==> src/rtl/ecc_secded_pipe.sv <==
// Two-stage SEC-DED decoder: stage 1 registers syndrome and overall parity,
// stage 2 classifies, optionally corrects, and counts the errors it reports.
module ecc_secded_pipe #(
   parameter  int unsigned DATA_W = 32,
   parameter  int unsigned CNT_W  = 16,
   // smallest r with 2^r >= DATA_W + r + 1
   localparam int unsigned HAM_W  = (DATA_W <= 1)   ? 2 :
                                    (DATA_W <= 4)   ? 3 :
                                    (DATA_W <= 11)  ? 4 :
                                    (DATA_W <= 26)  ? 5 :
                                    (DATA_W <= 57)  ? 6 :
                                    (DATA_W <= 120) ? 7 : 8,
   localparam int unsigned CHK_W  = HAM_W + 1
) (
   input  logic              clk,
   input  logic              rst_n,
   input  logic              in_valid,
   output logic              in_ready,
   input  logic [DATA_W-1:0] in_data,
   input  logic [CHK_W-1:0]  in_chk,
   input  logic              corr_en,
   input  logic              cnt_clr,
   output logic              out_valid,
   input  logic              out_ready,
   output logic [DATA_W-1:0] out_data,
   output logic              err_sec,
   output logic              err_ded,
   output logic [HAM_W-1:0]  err_pos,
   output logic [CNT_W-1:0]  cnt_sec,
   output logic [CNT_W-1:0]  cnt_ded
);

   localparam int unsigned CW_N = DATA_W + HAM_W;

   // Codeword position of data bit idx: the idx-th non-power-of-two position.
   function automatic logic [HAM_W-1:0] data_pos(input int unsigned idx);
      int unsigned      seen;
      logic [HAM_W-1:0] pos;
      seen = 0;
      pos  = '0;
      for (int unsigned p = 3; p <= CW_N; p++) begin
         if ((p & (p - 32'd1)) != 32'd0) begin
            if (seen == idx) pos = HAM_W'(p);
            seen++;
         end
      end
      return pos;
   endfunction

   logic              s1_load, s2_load;
   logic              s1_valid_q, s1_valid_d;
   logic [DATA_W-1:0] s1_data_q, s1_data_d;
   logic              s1_corr_q, s1_corr_d;
   logic [HAM_W-1:0]  s1_syn_q, s1_syn_d;
   logic              s1_par_q, s1_par_d;
   logic [HAM_W-1:0]  syn_c, enc_pos;
   logic              par_c;

   logic              out_valid_q, out_valid_d;
   logic [DATA_W-1:0] out_data_q, out_data_d;
   logic              err_sec_q, err_sec_d;
   logic              err_ded_q, err_ded_d;
   logic [HAM_W-1:0]  err_pos_q, err_pos_d;
   logic              sec_c, ded_c;
   logic [HAM_W-1:0]  pos_c, dec_pos;
   logic [DATA_W-1:0] fix_data_c;

   logic [CNT_W-1:0]  cnt_sec_q, cnt_sec_d;
   logic [CNT_W-1:0]  cnt_ded_q, cnt_ded_d;

   // A stage loads when empty or when its word leaves in the same cycle.
   assign s2_load  = ~out_valid_q | out_ready;
   assign s1_load  = ~s1_valid_q | s2_load;
   assign in_ready = rst_n & s1_load;

   // Syndrome = recomputed Hamming bits XOR received ones; parity over the whole word.
   always_comb begin
      syn_c   = in_chk[HAM_W-1:0];
      enc_pos = '0;
      for (int unsigned i = 0; i < DATA_W; i++) begin
         enc_pos = data_pos(i);
         for (int unsigned k = 0; k < HAM_W; k++) begin
            if (enc_pos[k]) syn_c[k] = syn_c[k] ^ in_data[i];
         end
      end
      par_c = ^{in_data, in_chk};
   end

   // Stage-1 next state.
   always_comb begin
      s1_valid_d = s1_valid_q;
      s1_data_d  = s1_data_q;
      s1_corr_d  = s1_corr_q;
      s1_syn_d   = s1_syn_q;
      s1_par_d   = s1_par_q;
      if (s1_load) begin
         s1_valid_d = in_valid;
         if (in_valid) begin
            s1_data_d = in_data;
            s1_corr_d = corr_en;
            s1_syn_d  = syn_c;
            s1_par_d  = par_c;
         end
      end
   end

   // Stage-1 registers.
   always_ff @(posedge clk or negedge rst_n) begin
      if (!rst_n) begin
         s1_valid_q <= 1'b0;
         s1_data_q  <= '0;
         s1_corr_q  <= 1'b0;
         s1_syn_q   <= '0;
         s1_par_q   <= 1'b0;
      end else begin
         s1_valid_q <= s1_valid_d;
         s1_data_q  <= s1_data_d;
         s1_corr_q  <= s1_corr_d;
         s1_syn_q   <= s1_syn_d;
         s1_par_q   <= s1_par_d;
      end
   end

   // Classify the stage-1 word; an odd-weight syndrome outside the codeword is uncorrectable.
   always_comb begin
      sec_c      = 1'b0;
      ded_c      = 1'b0;
      pos_c      = '0;
      fix_data_c = s1_data_q;
      dec_pos    = '0;
      if (s1_par_q) begin
         if (32'(s1_syn_q) <= CW_N) begin
            sec_c = 1'b1;
            pos_c = s1_syn_q;
            if (s1_corr_q) begin
               for (int unsigned i = 0; i < DATA_W; i++) begin
                  dec_pos = data_pos(i);
                  if (dec_pos == s1_syn_q) fix_data_c[i] = ~s1_data_q[i];
               end
            end
         end else begin
            ded_c = 1'b1;
         end
      end else if (s1_syn_q != '0) begin
         ded_c = 1'b1;
      end
   end

   // Stage-2 next state; flags are forced low whenever the stage empties.
   always_comb begin
      out_valid_d = out_valid_q;
      out_data_d  = out_data_q;
      err_sec_d   = err_sec_q;
      err_ded_d   = err_ded_q;
      err_pos_d   = err_pos_q;
      if (s2_load) begin
         out_valid_d = s1_valid_q;
         err_sec_d   = s1_valid_q & sec_c;
         err_ded_d   = s1_valid_q & ded_c;
         err_pos_d   = s1_valid_q ? pos_c : '0;
         if (s1_valid_q) out_data_d = fix_data_c;
      end
   end

   // Stage-2 registers.
   always_ff @(posedge clk or negedge rst_n) begin
      if (!rst_n) begin
         out_valid_q <= 1'b0;
         out_data_q  <= '0;
         err_sec_q   <= 1'b0;
         err_ded_q   <= 1'b0;
         err_pos_q   <= '0;
      end else begin
         out_valid_q <= out_valid_d;
         out_data_q  <= out_data_d;
         err_sec_q   <= err_sec_d;
         err_ded_q   <= err_ded_d;
         err_pos_q   <= err_pos_d;
      end
   end

   // Saturating error counters; clear wins over a same-cycle increment.
   always_comb begin
      cnt_sec_d = cnt_sec_q;
      cnt_ded_d = cnt_ded_q;
      if (cnt_clr) begin
         cnt_sec_d = '0;
         cnt_ded_d = '0;
      end else if (out_valid_q && out_ready) begin
         if (err_sec_q && (cnt_sec_q != '1)) cnt_sec_d = cnt_sec_q + CNT_W'(1);
         if (err_ded_q && (cnt_ded_q != '1)) cnt_ded_d = cnt_ded_q + CNT_W'(1);
      end
   end

   // Counter registers.
   always_ff @(posedge clk or negedge rst_n) begin
      if (!rst_n) begin
         cnt_sec_q <= '0;
         cnt_ded_q <= '0;
      end else begin
         cnt_sec_q <= cnt_sec_d;
         cnt_ded_q <= cnt_ded_d;
      end
   end

   assign out_valid = out_valid_q;
   assign out_data  = out_data_q;
   assign err_sec   = err_sec_q;
   assign err_ded   = err_ded_q;
   assign err_pos   = err_pos_q;
   assign cnt_sec   = cnt_sec_q;
   assign cnt_ded   = cnt_ded_q;

endmodule
==> config.mk <==
export PLATFORM = sky130hd
export DESIGN_NAME = ecc_secded_pipe
export DESIGN_NICKNAME = d
export VERILOG_FILES = /design/src/rtl/ecc_secded_pipe.sv
export SDC_FILE = /design/constraint.sdc
export NUM_CORES = 1
export LEC_CHECK = 0
export ABC_CLOCK_PERIOD_IN_PS = 2400
export BUFFER_PORTS_ARGS = -buffer_cell sky130_fd_sc_hd__buf_2
export CORE_MARGIN = 2
export CORE_UTILIZATION = 25
export DETAILED_ROUTE_END_ITERATION = 7
export PLACE_DENSITY = 0.52
export SYNTH_ARGS = -nofsm -noshare
export SYNTH_HDL_FRONTEND = slang
export SYNTH_SLANG_ARGS = --single-unit
==> constraint.sdc <==
create_clock -name clk -period 2.4 [get_ports clk]
set_clock_uncertainty 0.15 [all_clocks]
set_input_delay 0.36 -clock clk [delete_from_list [all_inputs] [get_ports clk]]
set_output_delay 0.36 -clock clk [all_outputs]
set_load 0.005 [all_outputs]
==> impl_metrics.json <==
{
  "crit-reg2reg-launch": "cnt_ded[0]",
  "yosysWarnings": 0,
  "ys.flop_type": "dfrtp_1",
  "crit_arrival_ps": 2360,
  "synth_cells": 563,
  "ys_seq_elements": 114,
  "ff2ff_path_depth": 6,
  "path_max_fanout": 5,
  "power_density_mw_per_mm2": 888,
  "r2r-end": "cnt_ded[14]",
  "start_util": 0.255,
  "drive_gt1_frac": 0.290,
  "min_from": "in_valid",
  "syn_to_final_growth_pct": 27.6,
  "synth.avg_cell_area_sq_um": 10.7,
  "clkSinkCount": 114,
  "ctsHoldBuffers": 1,
  "stdcell_count": 1019,
  "rows": 56,
  "grt_pass1_wl_mm": 26.4,
  "wl_per_cell_um": 16.2,
  "ff2ff_setup_slack_ps": 180,
  "core_sq_mm": 0.0235,
  "grt_pass1_vias": 4467,
  "yosys.area.top_type": "dfrtp_1",
  "clock.fmax_ghz": 0.450,
  "drv_slew": 0,
  "finalCritPeriodShare": 0.925,
  "synth_top_cell_area_share": 0.475,
  "synth_edf_count": 0,
  "cts_setup_buffers": 0,
  "post_cts_resized": 0,
  "fin_tns_setup_ps": 0,
  "clk_latency_ps": 420,
  "antenna_found_initial": 0,
  "cts_tree": "yes",
  "min_delay_worst_endpoint": "s1_valid_q",
  "ys_seq_area_frac": 0.475,
  "yosysMostFrequentCell": "dfrtp_1",
  "routed_wl_mm": 16.5,
  "multi_input_area_sq_mm": 0.00304,
  "vias": 4530,
  "htree_levels": 4,
  "dp_hpwl_mm": 12.3,
  "cts_inserted_buffers": 17,
  "slew-limit-headroom": 0.577,
  "cts.clk_slew.worst_paths_ps": 60,
  "nets": 734,
  "initialDrtViolationCount": 204,
  "setup_viol_count_final": 0,
  "path_class": "reg -> reg",
  "synthTopCellsByArea": "dfrtp_1 48%, xnor2_1 7.9%, xor2_1 6.9%, mux2_2 6.4%, nor2_1 4.6%",
  "ys_types": 48,
  "async_flop_share": 1.00,
  "fin_crit_ps": 2220,
  "placedCellCount": 986,
  "cts_root_buf": "clkbuf_16",
  "synth_fp_nets": 610,
  "drcViolationCount": 0,
  "gr-total-overflow": 0,
  "gr-usage-all-layers": 0.135,
  "grt_max_degree": 115,
  "firstDrtPassIters": 5,
  "worst_pin_slew_ps": 635,
  "hold_path_class": "in -> reg",
  "die_h_um": 159,
  "num_io_pins": 119,
  "port_buffers": 118,
  "crit_path_start_kind": "flop",
  "synth_top_cells_by_count": "114 x dfrtp_1, 74 x nor2_1, 54 x xnor2_1",
  "drv_cap": 0,
  "nFillCells": 2451,
  "cts_buffer_depth": 2,
  "ir_drop_mv": 0.454,
  "leakage_nw": 3.36,
  "ant_nets": 0,
  "end_kind": "flop",
  "synthesis.area_sq_mm": 0.00600,
  "seqCellArea_sq_mm": 0.00285,
  "hold_viol": 0,
  "rsz0062_at_grt": "false",
  "holdPathStages": 2,
  "die_w_um": 159,
  "viasPerCell": 4.45,
  "status": "finished clean",
  "die_area_sq_mm": 0.0253,
  "diodes": 0,
  "crit_required_ps": 2540,
  "gp_congestion": 0.794
}
-- critical path, cell delays in order (launching register included) --
cell	delay (ps)
dfrtp_1	420
ha_1	250
inv_1	100
or4_1	620
a2111oi_2	350
xnor2_1	160
nor2_1	50
-- stage by stage --
| step | utilization | hold WS [ps] | power (W) | setup slack, ps | instance area, sq um |
|---|---|---|---|---|---|
| 6_report | 0.325 | 28.5 | 0.00680 | 180 | 7660 |
| 5_1_grt | 0.325 | 31.2 | 0.00718 | 27.5 | 7660 |
| 4_1_cts | 0.325 | 18.4 | 0.00691 | 186 | 7660 |
| 3_5_place_dp | 0.299 | 340 | 0.00419 | 67.5 | 7030 |
| 3_3_place_gp | 0.299 | 336 | 0.00417 | 120 | 7030 |
| 2_1_floorplan | - | -85.6 | 0.00351 | 332 | 6000 |
-- how the worst max path moves through the flow --
| stage | depth (start not counted) | from | end | slack (ps) |
|---|---|---|---|---|
| 6_report | 6 | cnt_ded[0] | cnt_ded[14] | 180 |
| 2_1_floorplan | 6 | cnt_ded[0] | cnt_ded[14] | 330 |
| 4_1_cts | 6 | cnt_ded[0] | cnt_ded[14] | 190 |
| 3_3_place_gp | 6 | in_data[25] | s1_par_q | 120 |
| 3_5_place_dp | 6 | in_data[25] | s1_par_q | 70 |
| 5_1_grt | 6 | cnt_ded[0] | cnt_ded[14] | 30 |
-- power breakdown --
| group | leakage (nW) | total (W) | switching (W) | internal [W] |
|---|---|---|---|---|
| clock network | 0.301 | 0.00268 | 0.000943 | 0.00174 |
| registers | 1.40 | 0.00251 | 0.000287 | 0.00223 |
| logic | 1.66 | 0.00161 | 0.000823 | 0.000788 |
-- placed cells by master, fill, tap and decap left out, types with 3 or more instances in the layout --
master and n:
nor4_1 3, or4_1 3, o211ai_1 4, and2_1 4
inv_1 5, buf_2 117, bufinv_16 4, xnor3_1 10
nor2b_1 6, a22o_1 6, and4_1 3, clkbuf_16 17
dfrtp_1 114, nand4_1 14, nand2b_1 4, or3_1 5
nor2_1 74, nand2_1 30, o2111ai_1 3, xor2_1 47
mux2_2 34, o21ai_0 12, nor3_1 3, xnor2_1 54
a21oi_1 40, a211oi_1 3, buf_4 10, and3_1 10
buf_12 3, nand3_1 17, clkinv_2 4
-- area by class of cell --
type	count	area share
clock inverters	13	0.0239
inverters	5	0.00245
flip-flops and latches	114	0.372
multi-input cells	418	0.397
clock buffers	19	0.0565
repair buffers	131	0.0954
well taps	319	0.0521
-- per-layer routing --
| metal | up-vias | routed length, um | track usage |
|---|---|---|---|
| li1 | 2209 | - | - |
| met1 | 2172 | 7880 | 0.186 |
| met2 | 136 | 7520 | 0.210 |
| met3 | 13 | 894 | 0.0320 |
| met4 | 0 | 218 | 0.0430 |
| met5 | - | 0 | 0 |
-- cells by family after synthesis --
logic type | after synthesis | share of synthesized area
and+or+nand+nor | 186 | 0.151
xor gates and xnor gates | 115 | 0.201
DFF | 114 | 0.475
AOI/OAI and AO/OA | 79 | 0.0819
muxes | 36 | 0.0671
buffers and inverters | 31 | 0.0196
adders and majority gates | 2 | 0.00417
-- sequential cells by signal, indices dropped and copies added, names as in the netlist --
signal      flops
out_valid       1
s1_par_q        1
cnt_sec        16
s1_corr_q       1
cnt_ded        16
s1_syn_q        6
s1_data_q      32
out_data       32
s1_valid_q      1
err_pos         6
err_ded         1
err_sec         1
Power figures use the tool's default switching activity.
